## config.mk

```make
export PLATFORM = sky130hd
export DESIGN_NAME = sudoku_mask_loader
export DESIGN_NICKNAME = d
export VERILOG_FILES = /design/src/rtl/sudoku_pkg.sv /design/src/rtl/sudoku_digit_onehot.sv /design/src/rtl/sudoku_mask_loader.sv
export SDC_FILE = /design/constraint.sdc
export NUM_CORES = 2
export LEC_CHECK = 0
export CAP_MARGIN = 20
export CORE_AREA = 2 2 290 292
export DETAILED_ROUTE_END_ITERATION = 8
export DIE_AREA = 0 0 292 294
export PLACE_DENSITY_LB_ADDON = 0.08
export SYNTH_ARGS = -nofsm -noshare
export SYNTH_HDL_FRONTEND = slang
export SYNTH_SLANG_ARGS = --single-unit
```

## constraint.sdc

```tcl
create_clock -name clk -period 11.3 [get_ports clk]
set_input_delay 1.695 -clock clk [delete_from_list [all_inputs] [get_ports clk]]
set_output_delay 1.695 -clock clk [all_outputs]
set_load 0.01 [all_outputs]
```

## src/rtl/sudoku_pkg.sv

```systemverilog
// Shared constants, loader state encoding and mask addressing for the sudoku check design.
// Pure declarations; no logic, latency or backpressure of its own.
// Imported by the loader and the digit decoder.
package sudoku_pkg;

    localparam int SUDOKU_N       = 9;
    localparam int SUDOKU_CELLS   = 81;
    localparam int SUDOKU_MASK_W  = 729;
    localparam int SUDOKU_DIGIT_W = 4;

    typedef enum logic {
        ACCEPT = 1'b0,
        FULL   = 1'b1
    } loader_state_t;

    // LSB of the 9-bit candidate field for a cell in the flat mask.
    function automatic logic [9:0] cell_base(input logic [3:0] row, input logic [3:0] col);
        logic [9:0] idx;
        idx = {6'd0, row} * 10'd9 + {6'd0, col};
        return idx * 10'd9;
    endfunction

endpackage

```

## src/rtl/sudoku_digit_onehot.sv

```systemverilog
// Decodes one cell code into its 9-bit candidate vector plus an invalid flag.
// Purely combinational, zero latency.
// No handshake; the caller qualifies the result with its own accept.
module sudoku_digit_onehot
    import sudoku_pkg::*;
#(
    parameter logic [SUDOKU_DIGIT_W-1:0] EMPTY_CODE = '0
) (
    input  logic [SUDOKU_DIGIT_W-1:0] code,
    output logic [SUDOKU_N-1:0]       cand,
    output logic                      invalid
);

    always_comb begin
        cand    = '0;
        invalid = 1'b0;
        // Empty is tested first so a nonzero EMPTY_CODE overrides a digit value.
        if (code == EMPTY_CODE) begin
            cand = '1;
        end else if (code >= 4'd1 && code <= 4'd9) begin
            cand = 9'h001 << (code - 4'd1);
        end else begin
            invalid = 1'b1;
        end
    end

endmodule

```

## src/rtl/sudoku_mask_loader.sv

```systemverilog
// Serial digit stream to flat 729-bit candidate mask; optional row-duplicate check under SUDOKU_LOADER_ROWCHK_EN.
// Latency: mask_valid rises the cycle after the accept that writes cell 80.
// Backpressure: in_ready drops (state only) while a full mask waits for mask_ack.
module sudoku_mask_loader
    import sudoku_pkg::*;
#(
    parameter logic [SUDOKU_DIGIT_W-1:0] EMPTY_CODE = '0,
    parameter int                        GRID       = 9
) (
    input  logic                      clk,
    input  logic                      rst,
    input  logic                      in_valid,
    output logic                      in_ready,
    input  logic [SUDOKU_DIGIT_W-1:0] in_digit,
    input  logic                      in_first,
    output logic [SUDOKU_MASK_W-1:0]  puzzle_mask_bin,
    output logic                      mask_valid,
    input  logic                      mask_ack,
    output logic [6:0]                cell_count,
    output logic                      bad_digit
`ifdef SUDOKU_LOADER_ROWCHK_EN
    ,
    output logic                      row_dup
`endif
);

    generate
        if (GRID != SUDOKU_N) begin : g_grid_chk
            $error("sudoku_mask_loader: only GRID = 9 is supported");
        end
    endgenerate

    loader_state_t state_q, state_d;

    logic [SUDOKU_MASK_W-1:0] mask_q;
    logic [6:0]               count_q;
    logic                     bad_q;
    logic [3:0]               row_q, col_q;

    logic [3:0]          trow, tcol;
    logic [6:0]          target;
    logic                accept;
    logic                last_cell;
    logic [SUDOKU_N-1:0] cand;
    logic                invalid;

    sudoku_digit_onehot #(
        .EMPTY_CODE (EMPTY_CODE)
    ) u_onehot (
        .code    (in_digit),
        .cand    (cand),
        .invalid (invalid)
    );

    // Row/col are tracked alongside the count so addressing needs no divider.
    assign target    = in_first ? 7'd0 : count_q;
    assign trow      = in_first ? 4'd0 : row_q;
    assign tcol      = in_first ? 4'd0 : col_q;
    assign accept    = in_valid && (state_q == ACCEPT);
    assign last_cell = (target == 7'(SUDOKU_CELLS - 1));

    always_ff @(posedge clk) begin
        if (rst) begin
            state_q <= ACCEPT;
        end else begin
            state_q <= state_d;
        end
    end

    always_comb begin
        state_d    = state_q;
        in_ready   = 1'b0;
        mask_valid = 1'b0;
        unique case (state_q)
            ACCEPT: begin
                in_ready = 1'b1;
                if (accept && last_cell) begin
                    state_d = FULL;
                end
            end
            FULL: begin
                mask_valid = 1'b1;
                if (mask_ack) begin
                    state_d = ACCEPT;
                end
            end
        endcase
    end

    always_ff @(posedge clk) begin
        if (rst) begin
            mask_q  <= '0;
            count_q <= '0;
            bad_q   <= 1'b0;
            row_q   <= '0;
            col_q   <= '0;
        end else if (state_q == FULL) begin
            // The mask itself is held after the ack; only progress is cleared.
            if (mask_ack) begin
                count_q <= '0;
                bad_q   <= 1'b0;
                row_q   <= '0;
                col_q   <= '0;
            end
        end else if (accept) begin
            mask_q[cell_base(trow, tcol) +: SUDOKU_N] <= cand;
            count_q <= target + 7'd1;
            bad_q   <= (in_first ? 1'b0 : bad_q) | invalid;
            if (tcol == 4'd8) begin
                col_q <= '0;
                row_q <= trow + 4'd1;
            end else begin
                col_q <= tcol + 4'd1;
                row_q <= trow;
            end
        end
    end

    assign puzzle_mask_bin = mask_q;
    assign cell_count      = count_q;
    assign bad_digit       = bad_q;

`ifdef SUDOKU_LOADER_ROWCHK_EN
    logic [SUDOKU_N-1:0] seen_q;
    logic [SUDOKU_N-1:0] seen_base;
    logic                row_dup_q;
    logic                is_given;

    assign is_given  = !invalid && (in_digit != EMPTY_CODE);
    assign seen_base = (tcol == 4'd0) ? '0 : seen_q;

    always_ff @(posedge clk) begin
        if (rst) begin
            seen_q    <= '0;
            row_dup_q <= 1'b0;
        end else if (state_q == FULL) begin
            if (mask_ack) begin
                row_dup_q <= 1'b0;
            end
        end else if (accept) begin
            seen_q    <= is_given ? (seen_base | cand) : seen_base;
            row_dup_q <= (in_first ? 1'b0 : row_dup_q) | (is_given && |(seen_base & cand));
        end
    end

    assign row_dup = row_dup_q;
`endif

endmodule
```

==> qor.csv <==
stage,metric,value,unit
timing,Tcrit/Tclk final,0.801,
critical_path,CP Launch Type,primary input,
clocking,clk sinks,746,
grt,largest net degree at the start of global routing,210,
critical_path,CP arrival,9.54,ns
place,pre-CTS WS,1.65,ns
cells_and_area,final non-filler cell total,5891,
grt,first-pass GRT wire length,257000,um
grt,GRT overflow,0,
timing,Final setup viols,0,
timing,Peak Freq,110,MHz
route,Avg WL per Cell,31.2,um
route,drt total wl,184000,um
route,Initial DRC Count,5374,
timing,slew margin rel.,0.161,
route,Via Count,38000,
floorplan,Die W,292,um
critical_path,CP most frequent cell,ha_1,
logic_synthesis,Syn Std Cell Area,0.0336,mm2
timing,Slew @ Worst Pin,1.26,ns
logic_synthesis,post-synthesis sequential area ratio,0.444,
floorplan,IO Count,748,
route,Vias/cell,6.44,
pwr,clock power share,0.454,
clocking,H-Tree Level Count,3,
logic_synthesis,cell accounting for the most synthesized area,dfxtp_1,
clocking,"Reg clk slew, reported paths",0.06,ns
logic_synthesis,syn avg cell area,8.00,um2
cells_and_area,Inserted Diodes,0,
clocking,CTS tree,built,
route,Post-route DRC,0,
clocking,Hold Buf Count CTS,0,
timing,min setup slack post-route,2.25,ns
floorplan,die area,0.0858,mm2
clocking,post_cts resized,0,
clocking,postcts setup bufs,0,
pwr,Sequential Power Share,0.437,
critical_path,critical path capture point type,flop,
worst_hold_path,min-delay worst type,reg -> reg,
pwr,Max IR drop VDD,0.000110,V
timing,Final Slew Violations,0,
floorplan,core region area,0.0829,mm2
outcome,status,finished clean,
pwr,power density over the cells,135,mW/mm2
timing,Layout Skew,0.0298,ns
cells_and_area,area delta synth->final,33.5,%
timing,Sum Neg Setup Slack,0,ns
critical_path,CP max stage delay,0.93,ns
logic_synthesis,synth top area cells,"dfxtp_1 (44%), a21oi_1 (8.9%), o21ai_0 (5.9%)",
route,Final ANT Viol Nets,0,
logic_synthesis,Synth top area share,0.444,
clocking,Num CTS Buffers,84,
place,placed cell count,5741,
critical_path,WP data required,11.79,ns
logic_synthesis,ys async rst share,0,
floorplan,FP Rows,106,
logic_synthesis,Most used DFF post-synth,dfxtp_1,
grt,initial antenna violation count,4,
grt,GRT Total Usage,0.407,
pwr,P_sw,1.73,mW
critical_path,Critical Path Slowest Stage Cell,clkdlybuf4s50_1,
cells_and_area,"Net count, final",4791,
place,IO Port Bufs,747,
critical_path,"Max FO, Critical Path",19,
cells_and_area,share of cells above drive strength 1,0.0719,
timing,RSZ-0062 raised after global routing,no,
floorplan,Initial Utilization,0.406,
logic_synthesis,synth warn,0,
critical_path,Crit Path Category,in -> reg,
clocking,Clock Path Buffers,3,
clocking,clock root cell,clkbuf_16,
pwr,P_int,4.31,mW
clocking,"Clk Latency, worst-skew pair",0.67,ns
logic_synthesis,"flops & latches, synth",746,
logic_synthesis,Cells after Synth,4204,
place,Final GP Congestion,0.983,
timing,Fin. Hold Viols,0,
pwr,switching share of power,0.287,
pwr,P_leak,14.2,nW
timing,post-layout min period,9.05,ns
logic_synthesis,post-synthesis cell type count,90,
route,TritonRoute pass-1 iters,7,
critical_path,cells along the critical path,clkdlybuf4s50_1 > nand2b_4 > inv_1 > ha_1 > ha_1 > ha_1 > o21ai_0 > nor2_1 > nor2_1 > ha_1 > ha_1 > fa_1 > nor4b_4 > o2111a_1 > and3_1 > nand4_1 > a21boi_4 > buf_4 > nand3_1 > mux2i_1 > nor2_1,
pwr,Comb pwr share,0.109,
logic_synthesis,"EDFF count, synth",0,
floorplan,Die Height,294,um
place,HPWL Detailed,127000,um
grt,vias in the first global route,34400,
run,Max-Cap Viols,0,
logic_synthesis,Mapped Nets,4243,
sequential cells by signal, summed over array words and instances (netlist names):
name / flops
col_q: 4
state_q: 1
row_q: 4
bad_digit: 1
puzzle_mask_bin: 729
cell_count: 7
cell families after synthesis:
logic type                 Yosys count  synth area share
xor gates and xnor gates            27           0.00956
buffers and inverters              409            0.0490
muxes                               89            0.0266
DFF                                746             0.444
AOI/OAI and AO/OA                 1426             0.250
adders and majority gates           30            0.0116
and+or+nand+nor                   1477             0.210
synth_stat cells (all sizes together), types with 5 or more instances:
| master | count |
|---|---|
| xnor3 | 5 |
| a32o | 5 |
| nor4 | 47 |
| nand2 | 373 |
| nor4b | 5 |
| clkbuf | 301 |
| nor2 | 322 |
| xor2 | 7 |
| o41ai | 11 |
| o31ai | 36 |
| o21ai | 410 |
| o22ai | 44 |
| nand4 | 131 |
| a311oi | 82 |
| a21oi | 601 |
| a31oi | 33 |
| o22a | 11 |
| a21o | 8 |
| buf | 88 |
| inv | 20 |
| or2 | 5 |
| nand2b | 9 |
| a31o | 23 |
| o32ai | 15 |
| nand3 | 332 |
| ha | 28 |
| and3 | 8 |
| o211ai | 40 |
| or3 | 16 |
| or4 | 10 |
| nor2b | 12 |
| xnor2 | 15 |
| mux2i | 86 |
| a211oi | 41 |
| nor3 | 175 |
| dfxtp | 746 |
| a22oi | 11 |
| o31a | 5 |
| and2 | 24 |
cell usage in the layout (no fill, tap or decap), types with 8 or more instances in the layout:
| cell | n |
|---|---|
| o21ai_0 | 396 |
| ha_1 | 28 |
| clkdlybuf4s50_1 | 746 |
| mux2i_1 | 83 |
| a31oi_1 | 32 |
| o211ai_1 | 39 |
| nor2_1 | 308 |
| a22oi_1 | 11 |
| a21o_1 | 8 |
| buf_4 | 95 |
| o21ai_1 | 9 |
| inv_1 | 19 |
| clkbuf_16 | 86 |
| clkbuf_1 | 20 |
| or3_1 | 16 |
| clkbuf_8 | 20 |
| o31ai_1 | 34 |
| xnor2_1 | 9 |
| nor2b_1 | 11 |
| a31o_2 | 23 |
| a211oi_1 | 37 |
| and2_1 | 22 |
| dfxtp_1 | 746 |
| nand2_1 | 371 |
| clkinv_2 | 12 |
| nor3_1 | 172 |
| o22a_1 | 11 |
| o22ai_1 | 37 |
| a311oi_1 | 82 |
| nand2b_1 | 8 |
| nand3_1 | 331 |
| a21oi_1 | 591 |
| and3_1 | 8 |
| nor2_2 | 9 |
| nor4_1 | 44 |
| o32ai_1 | 13 |
| o41ai_1 | 10 |
| nand4_1 | 131 |
area by class of cell:
cell class	instances	area, um2
Inverter	20	76.3
Clock buffer	126	2500
Multi-Input combinational cell	3049	17500
Fill cell	7835	38000
Timing Repair Buffer	851	8360
Tap cell	1080	1350
Sequential cell	746	14900
Clock inverter	19	200
worst max-delay path, delay by kind of cell:
family	cells	cell delay (ns)
adders and majority gates	6	2.13
and+or+nand+nor	8	2.49
AOI/OAI and AO/OA	3	1.44
buffers and inverters	3	1.51
muxes	1	0.23
power groups by stage:
stage | clock network, mW | logic (mW) | registers (mW)
final | 2.74 | 0.661 | 2.64
after detailed placement | 0 | 0.620 | 2.70
after CTS | 2.75 | 0.621 | 2.64
after global routing | 2.86 | 0.663 | 2.64
after global placement | 0 | 0.620 | 2.70
after floorplan | 0 | 0.337 | 2.70
routing by layer:
metal / global-route usage / routed length [um] / vias to the layer above / share of wire
li1: - / - / 16600 / -
met1: 0.510 / 69400 / 18300 / 0.38
met2: 0.609 / 79000 / 2533 / 0.43
met3: 0.139 / 23900 / 515 / 0.13
met4: 0.230 / 11500 / 6 / 0.063
met5: 0 / 37 / - / 0.00020
through the flow:
step / area [um2] / power (mW) / utilization / hold WS [ns]
5_1_grt: 44900 / 6.16 / 0.542 / 0.468
3_5_place_dp: 42100 / 3.32 / 0.508 / 0.447
4_1_cts: 44800 / 6.01 / 0.541 / 0.455
3_3_place_gp: 42100 / 3.32 / 0.508 / 0.446
6_report: 44900 / 6.04 / 0.542 / 0.456
2_1_floorplan: 33600 / 3.03 / - / 0.469
final timing paths:
kind,slack (ns),start,depth (start not counted),to
setup / recovery,2.25,in_first,21,puzzle_mask_bin[501]$_SDFFE_PP0P_
setup reg to reg,3.90,row_q[0]$_SDFFE_PP0P_,19,puzzle_mask_bin[501]$_SDFFE_PP0P_
hold / removal,0.46,puzzle_mask_bin[58]$_SDFFE_PP0P_,2,puzzle_mask_bin[58]$_SDFFE_PP0P_
hold reg to reg,0.46,puzzle_mask_bin[58]$_SDFFE_PP0P_,2,puzzle_mask_bin[58]$_SDFFE_PP0P_
(Power assumes the default switching activity.)
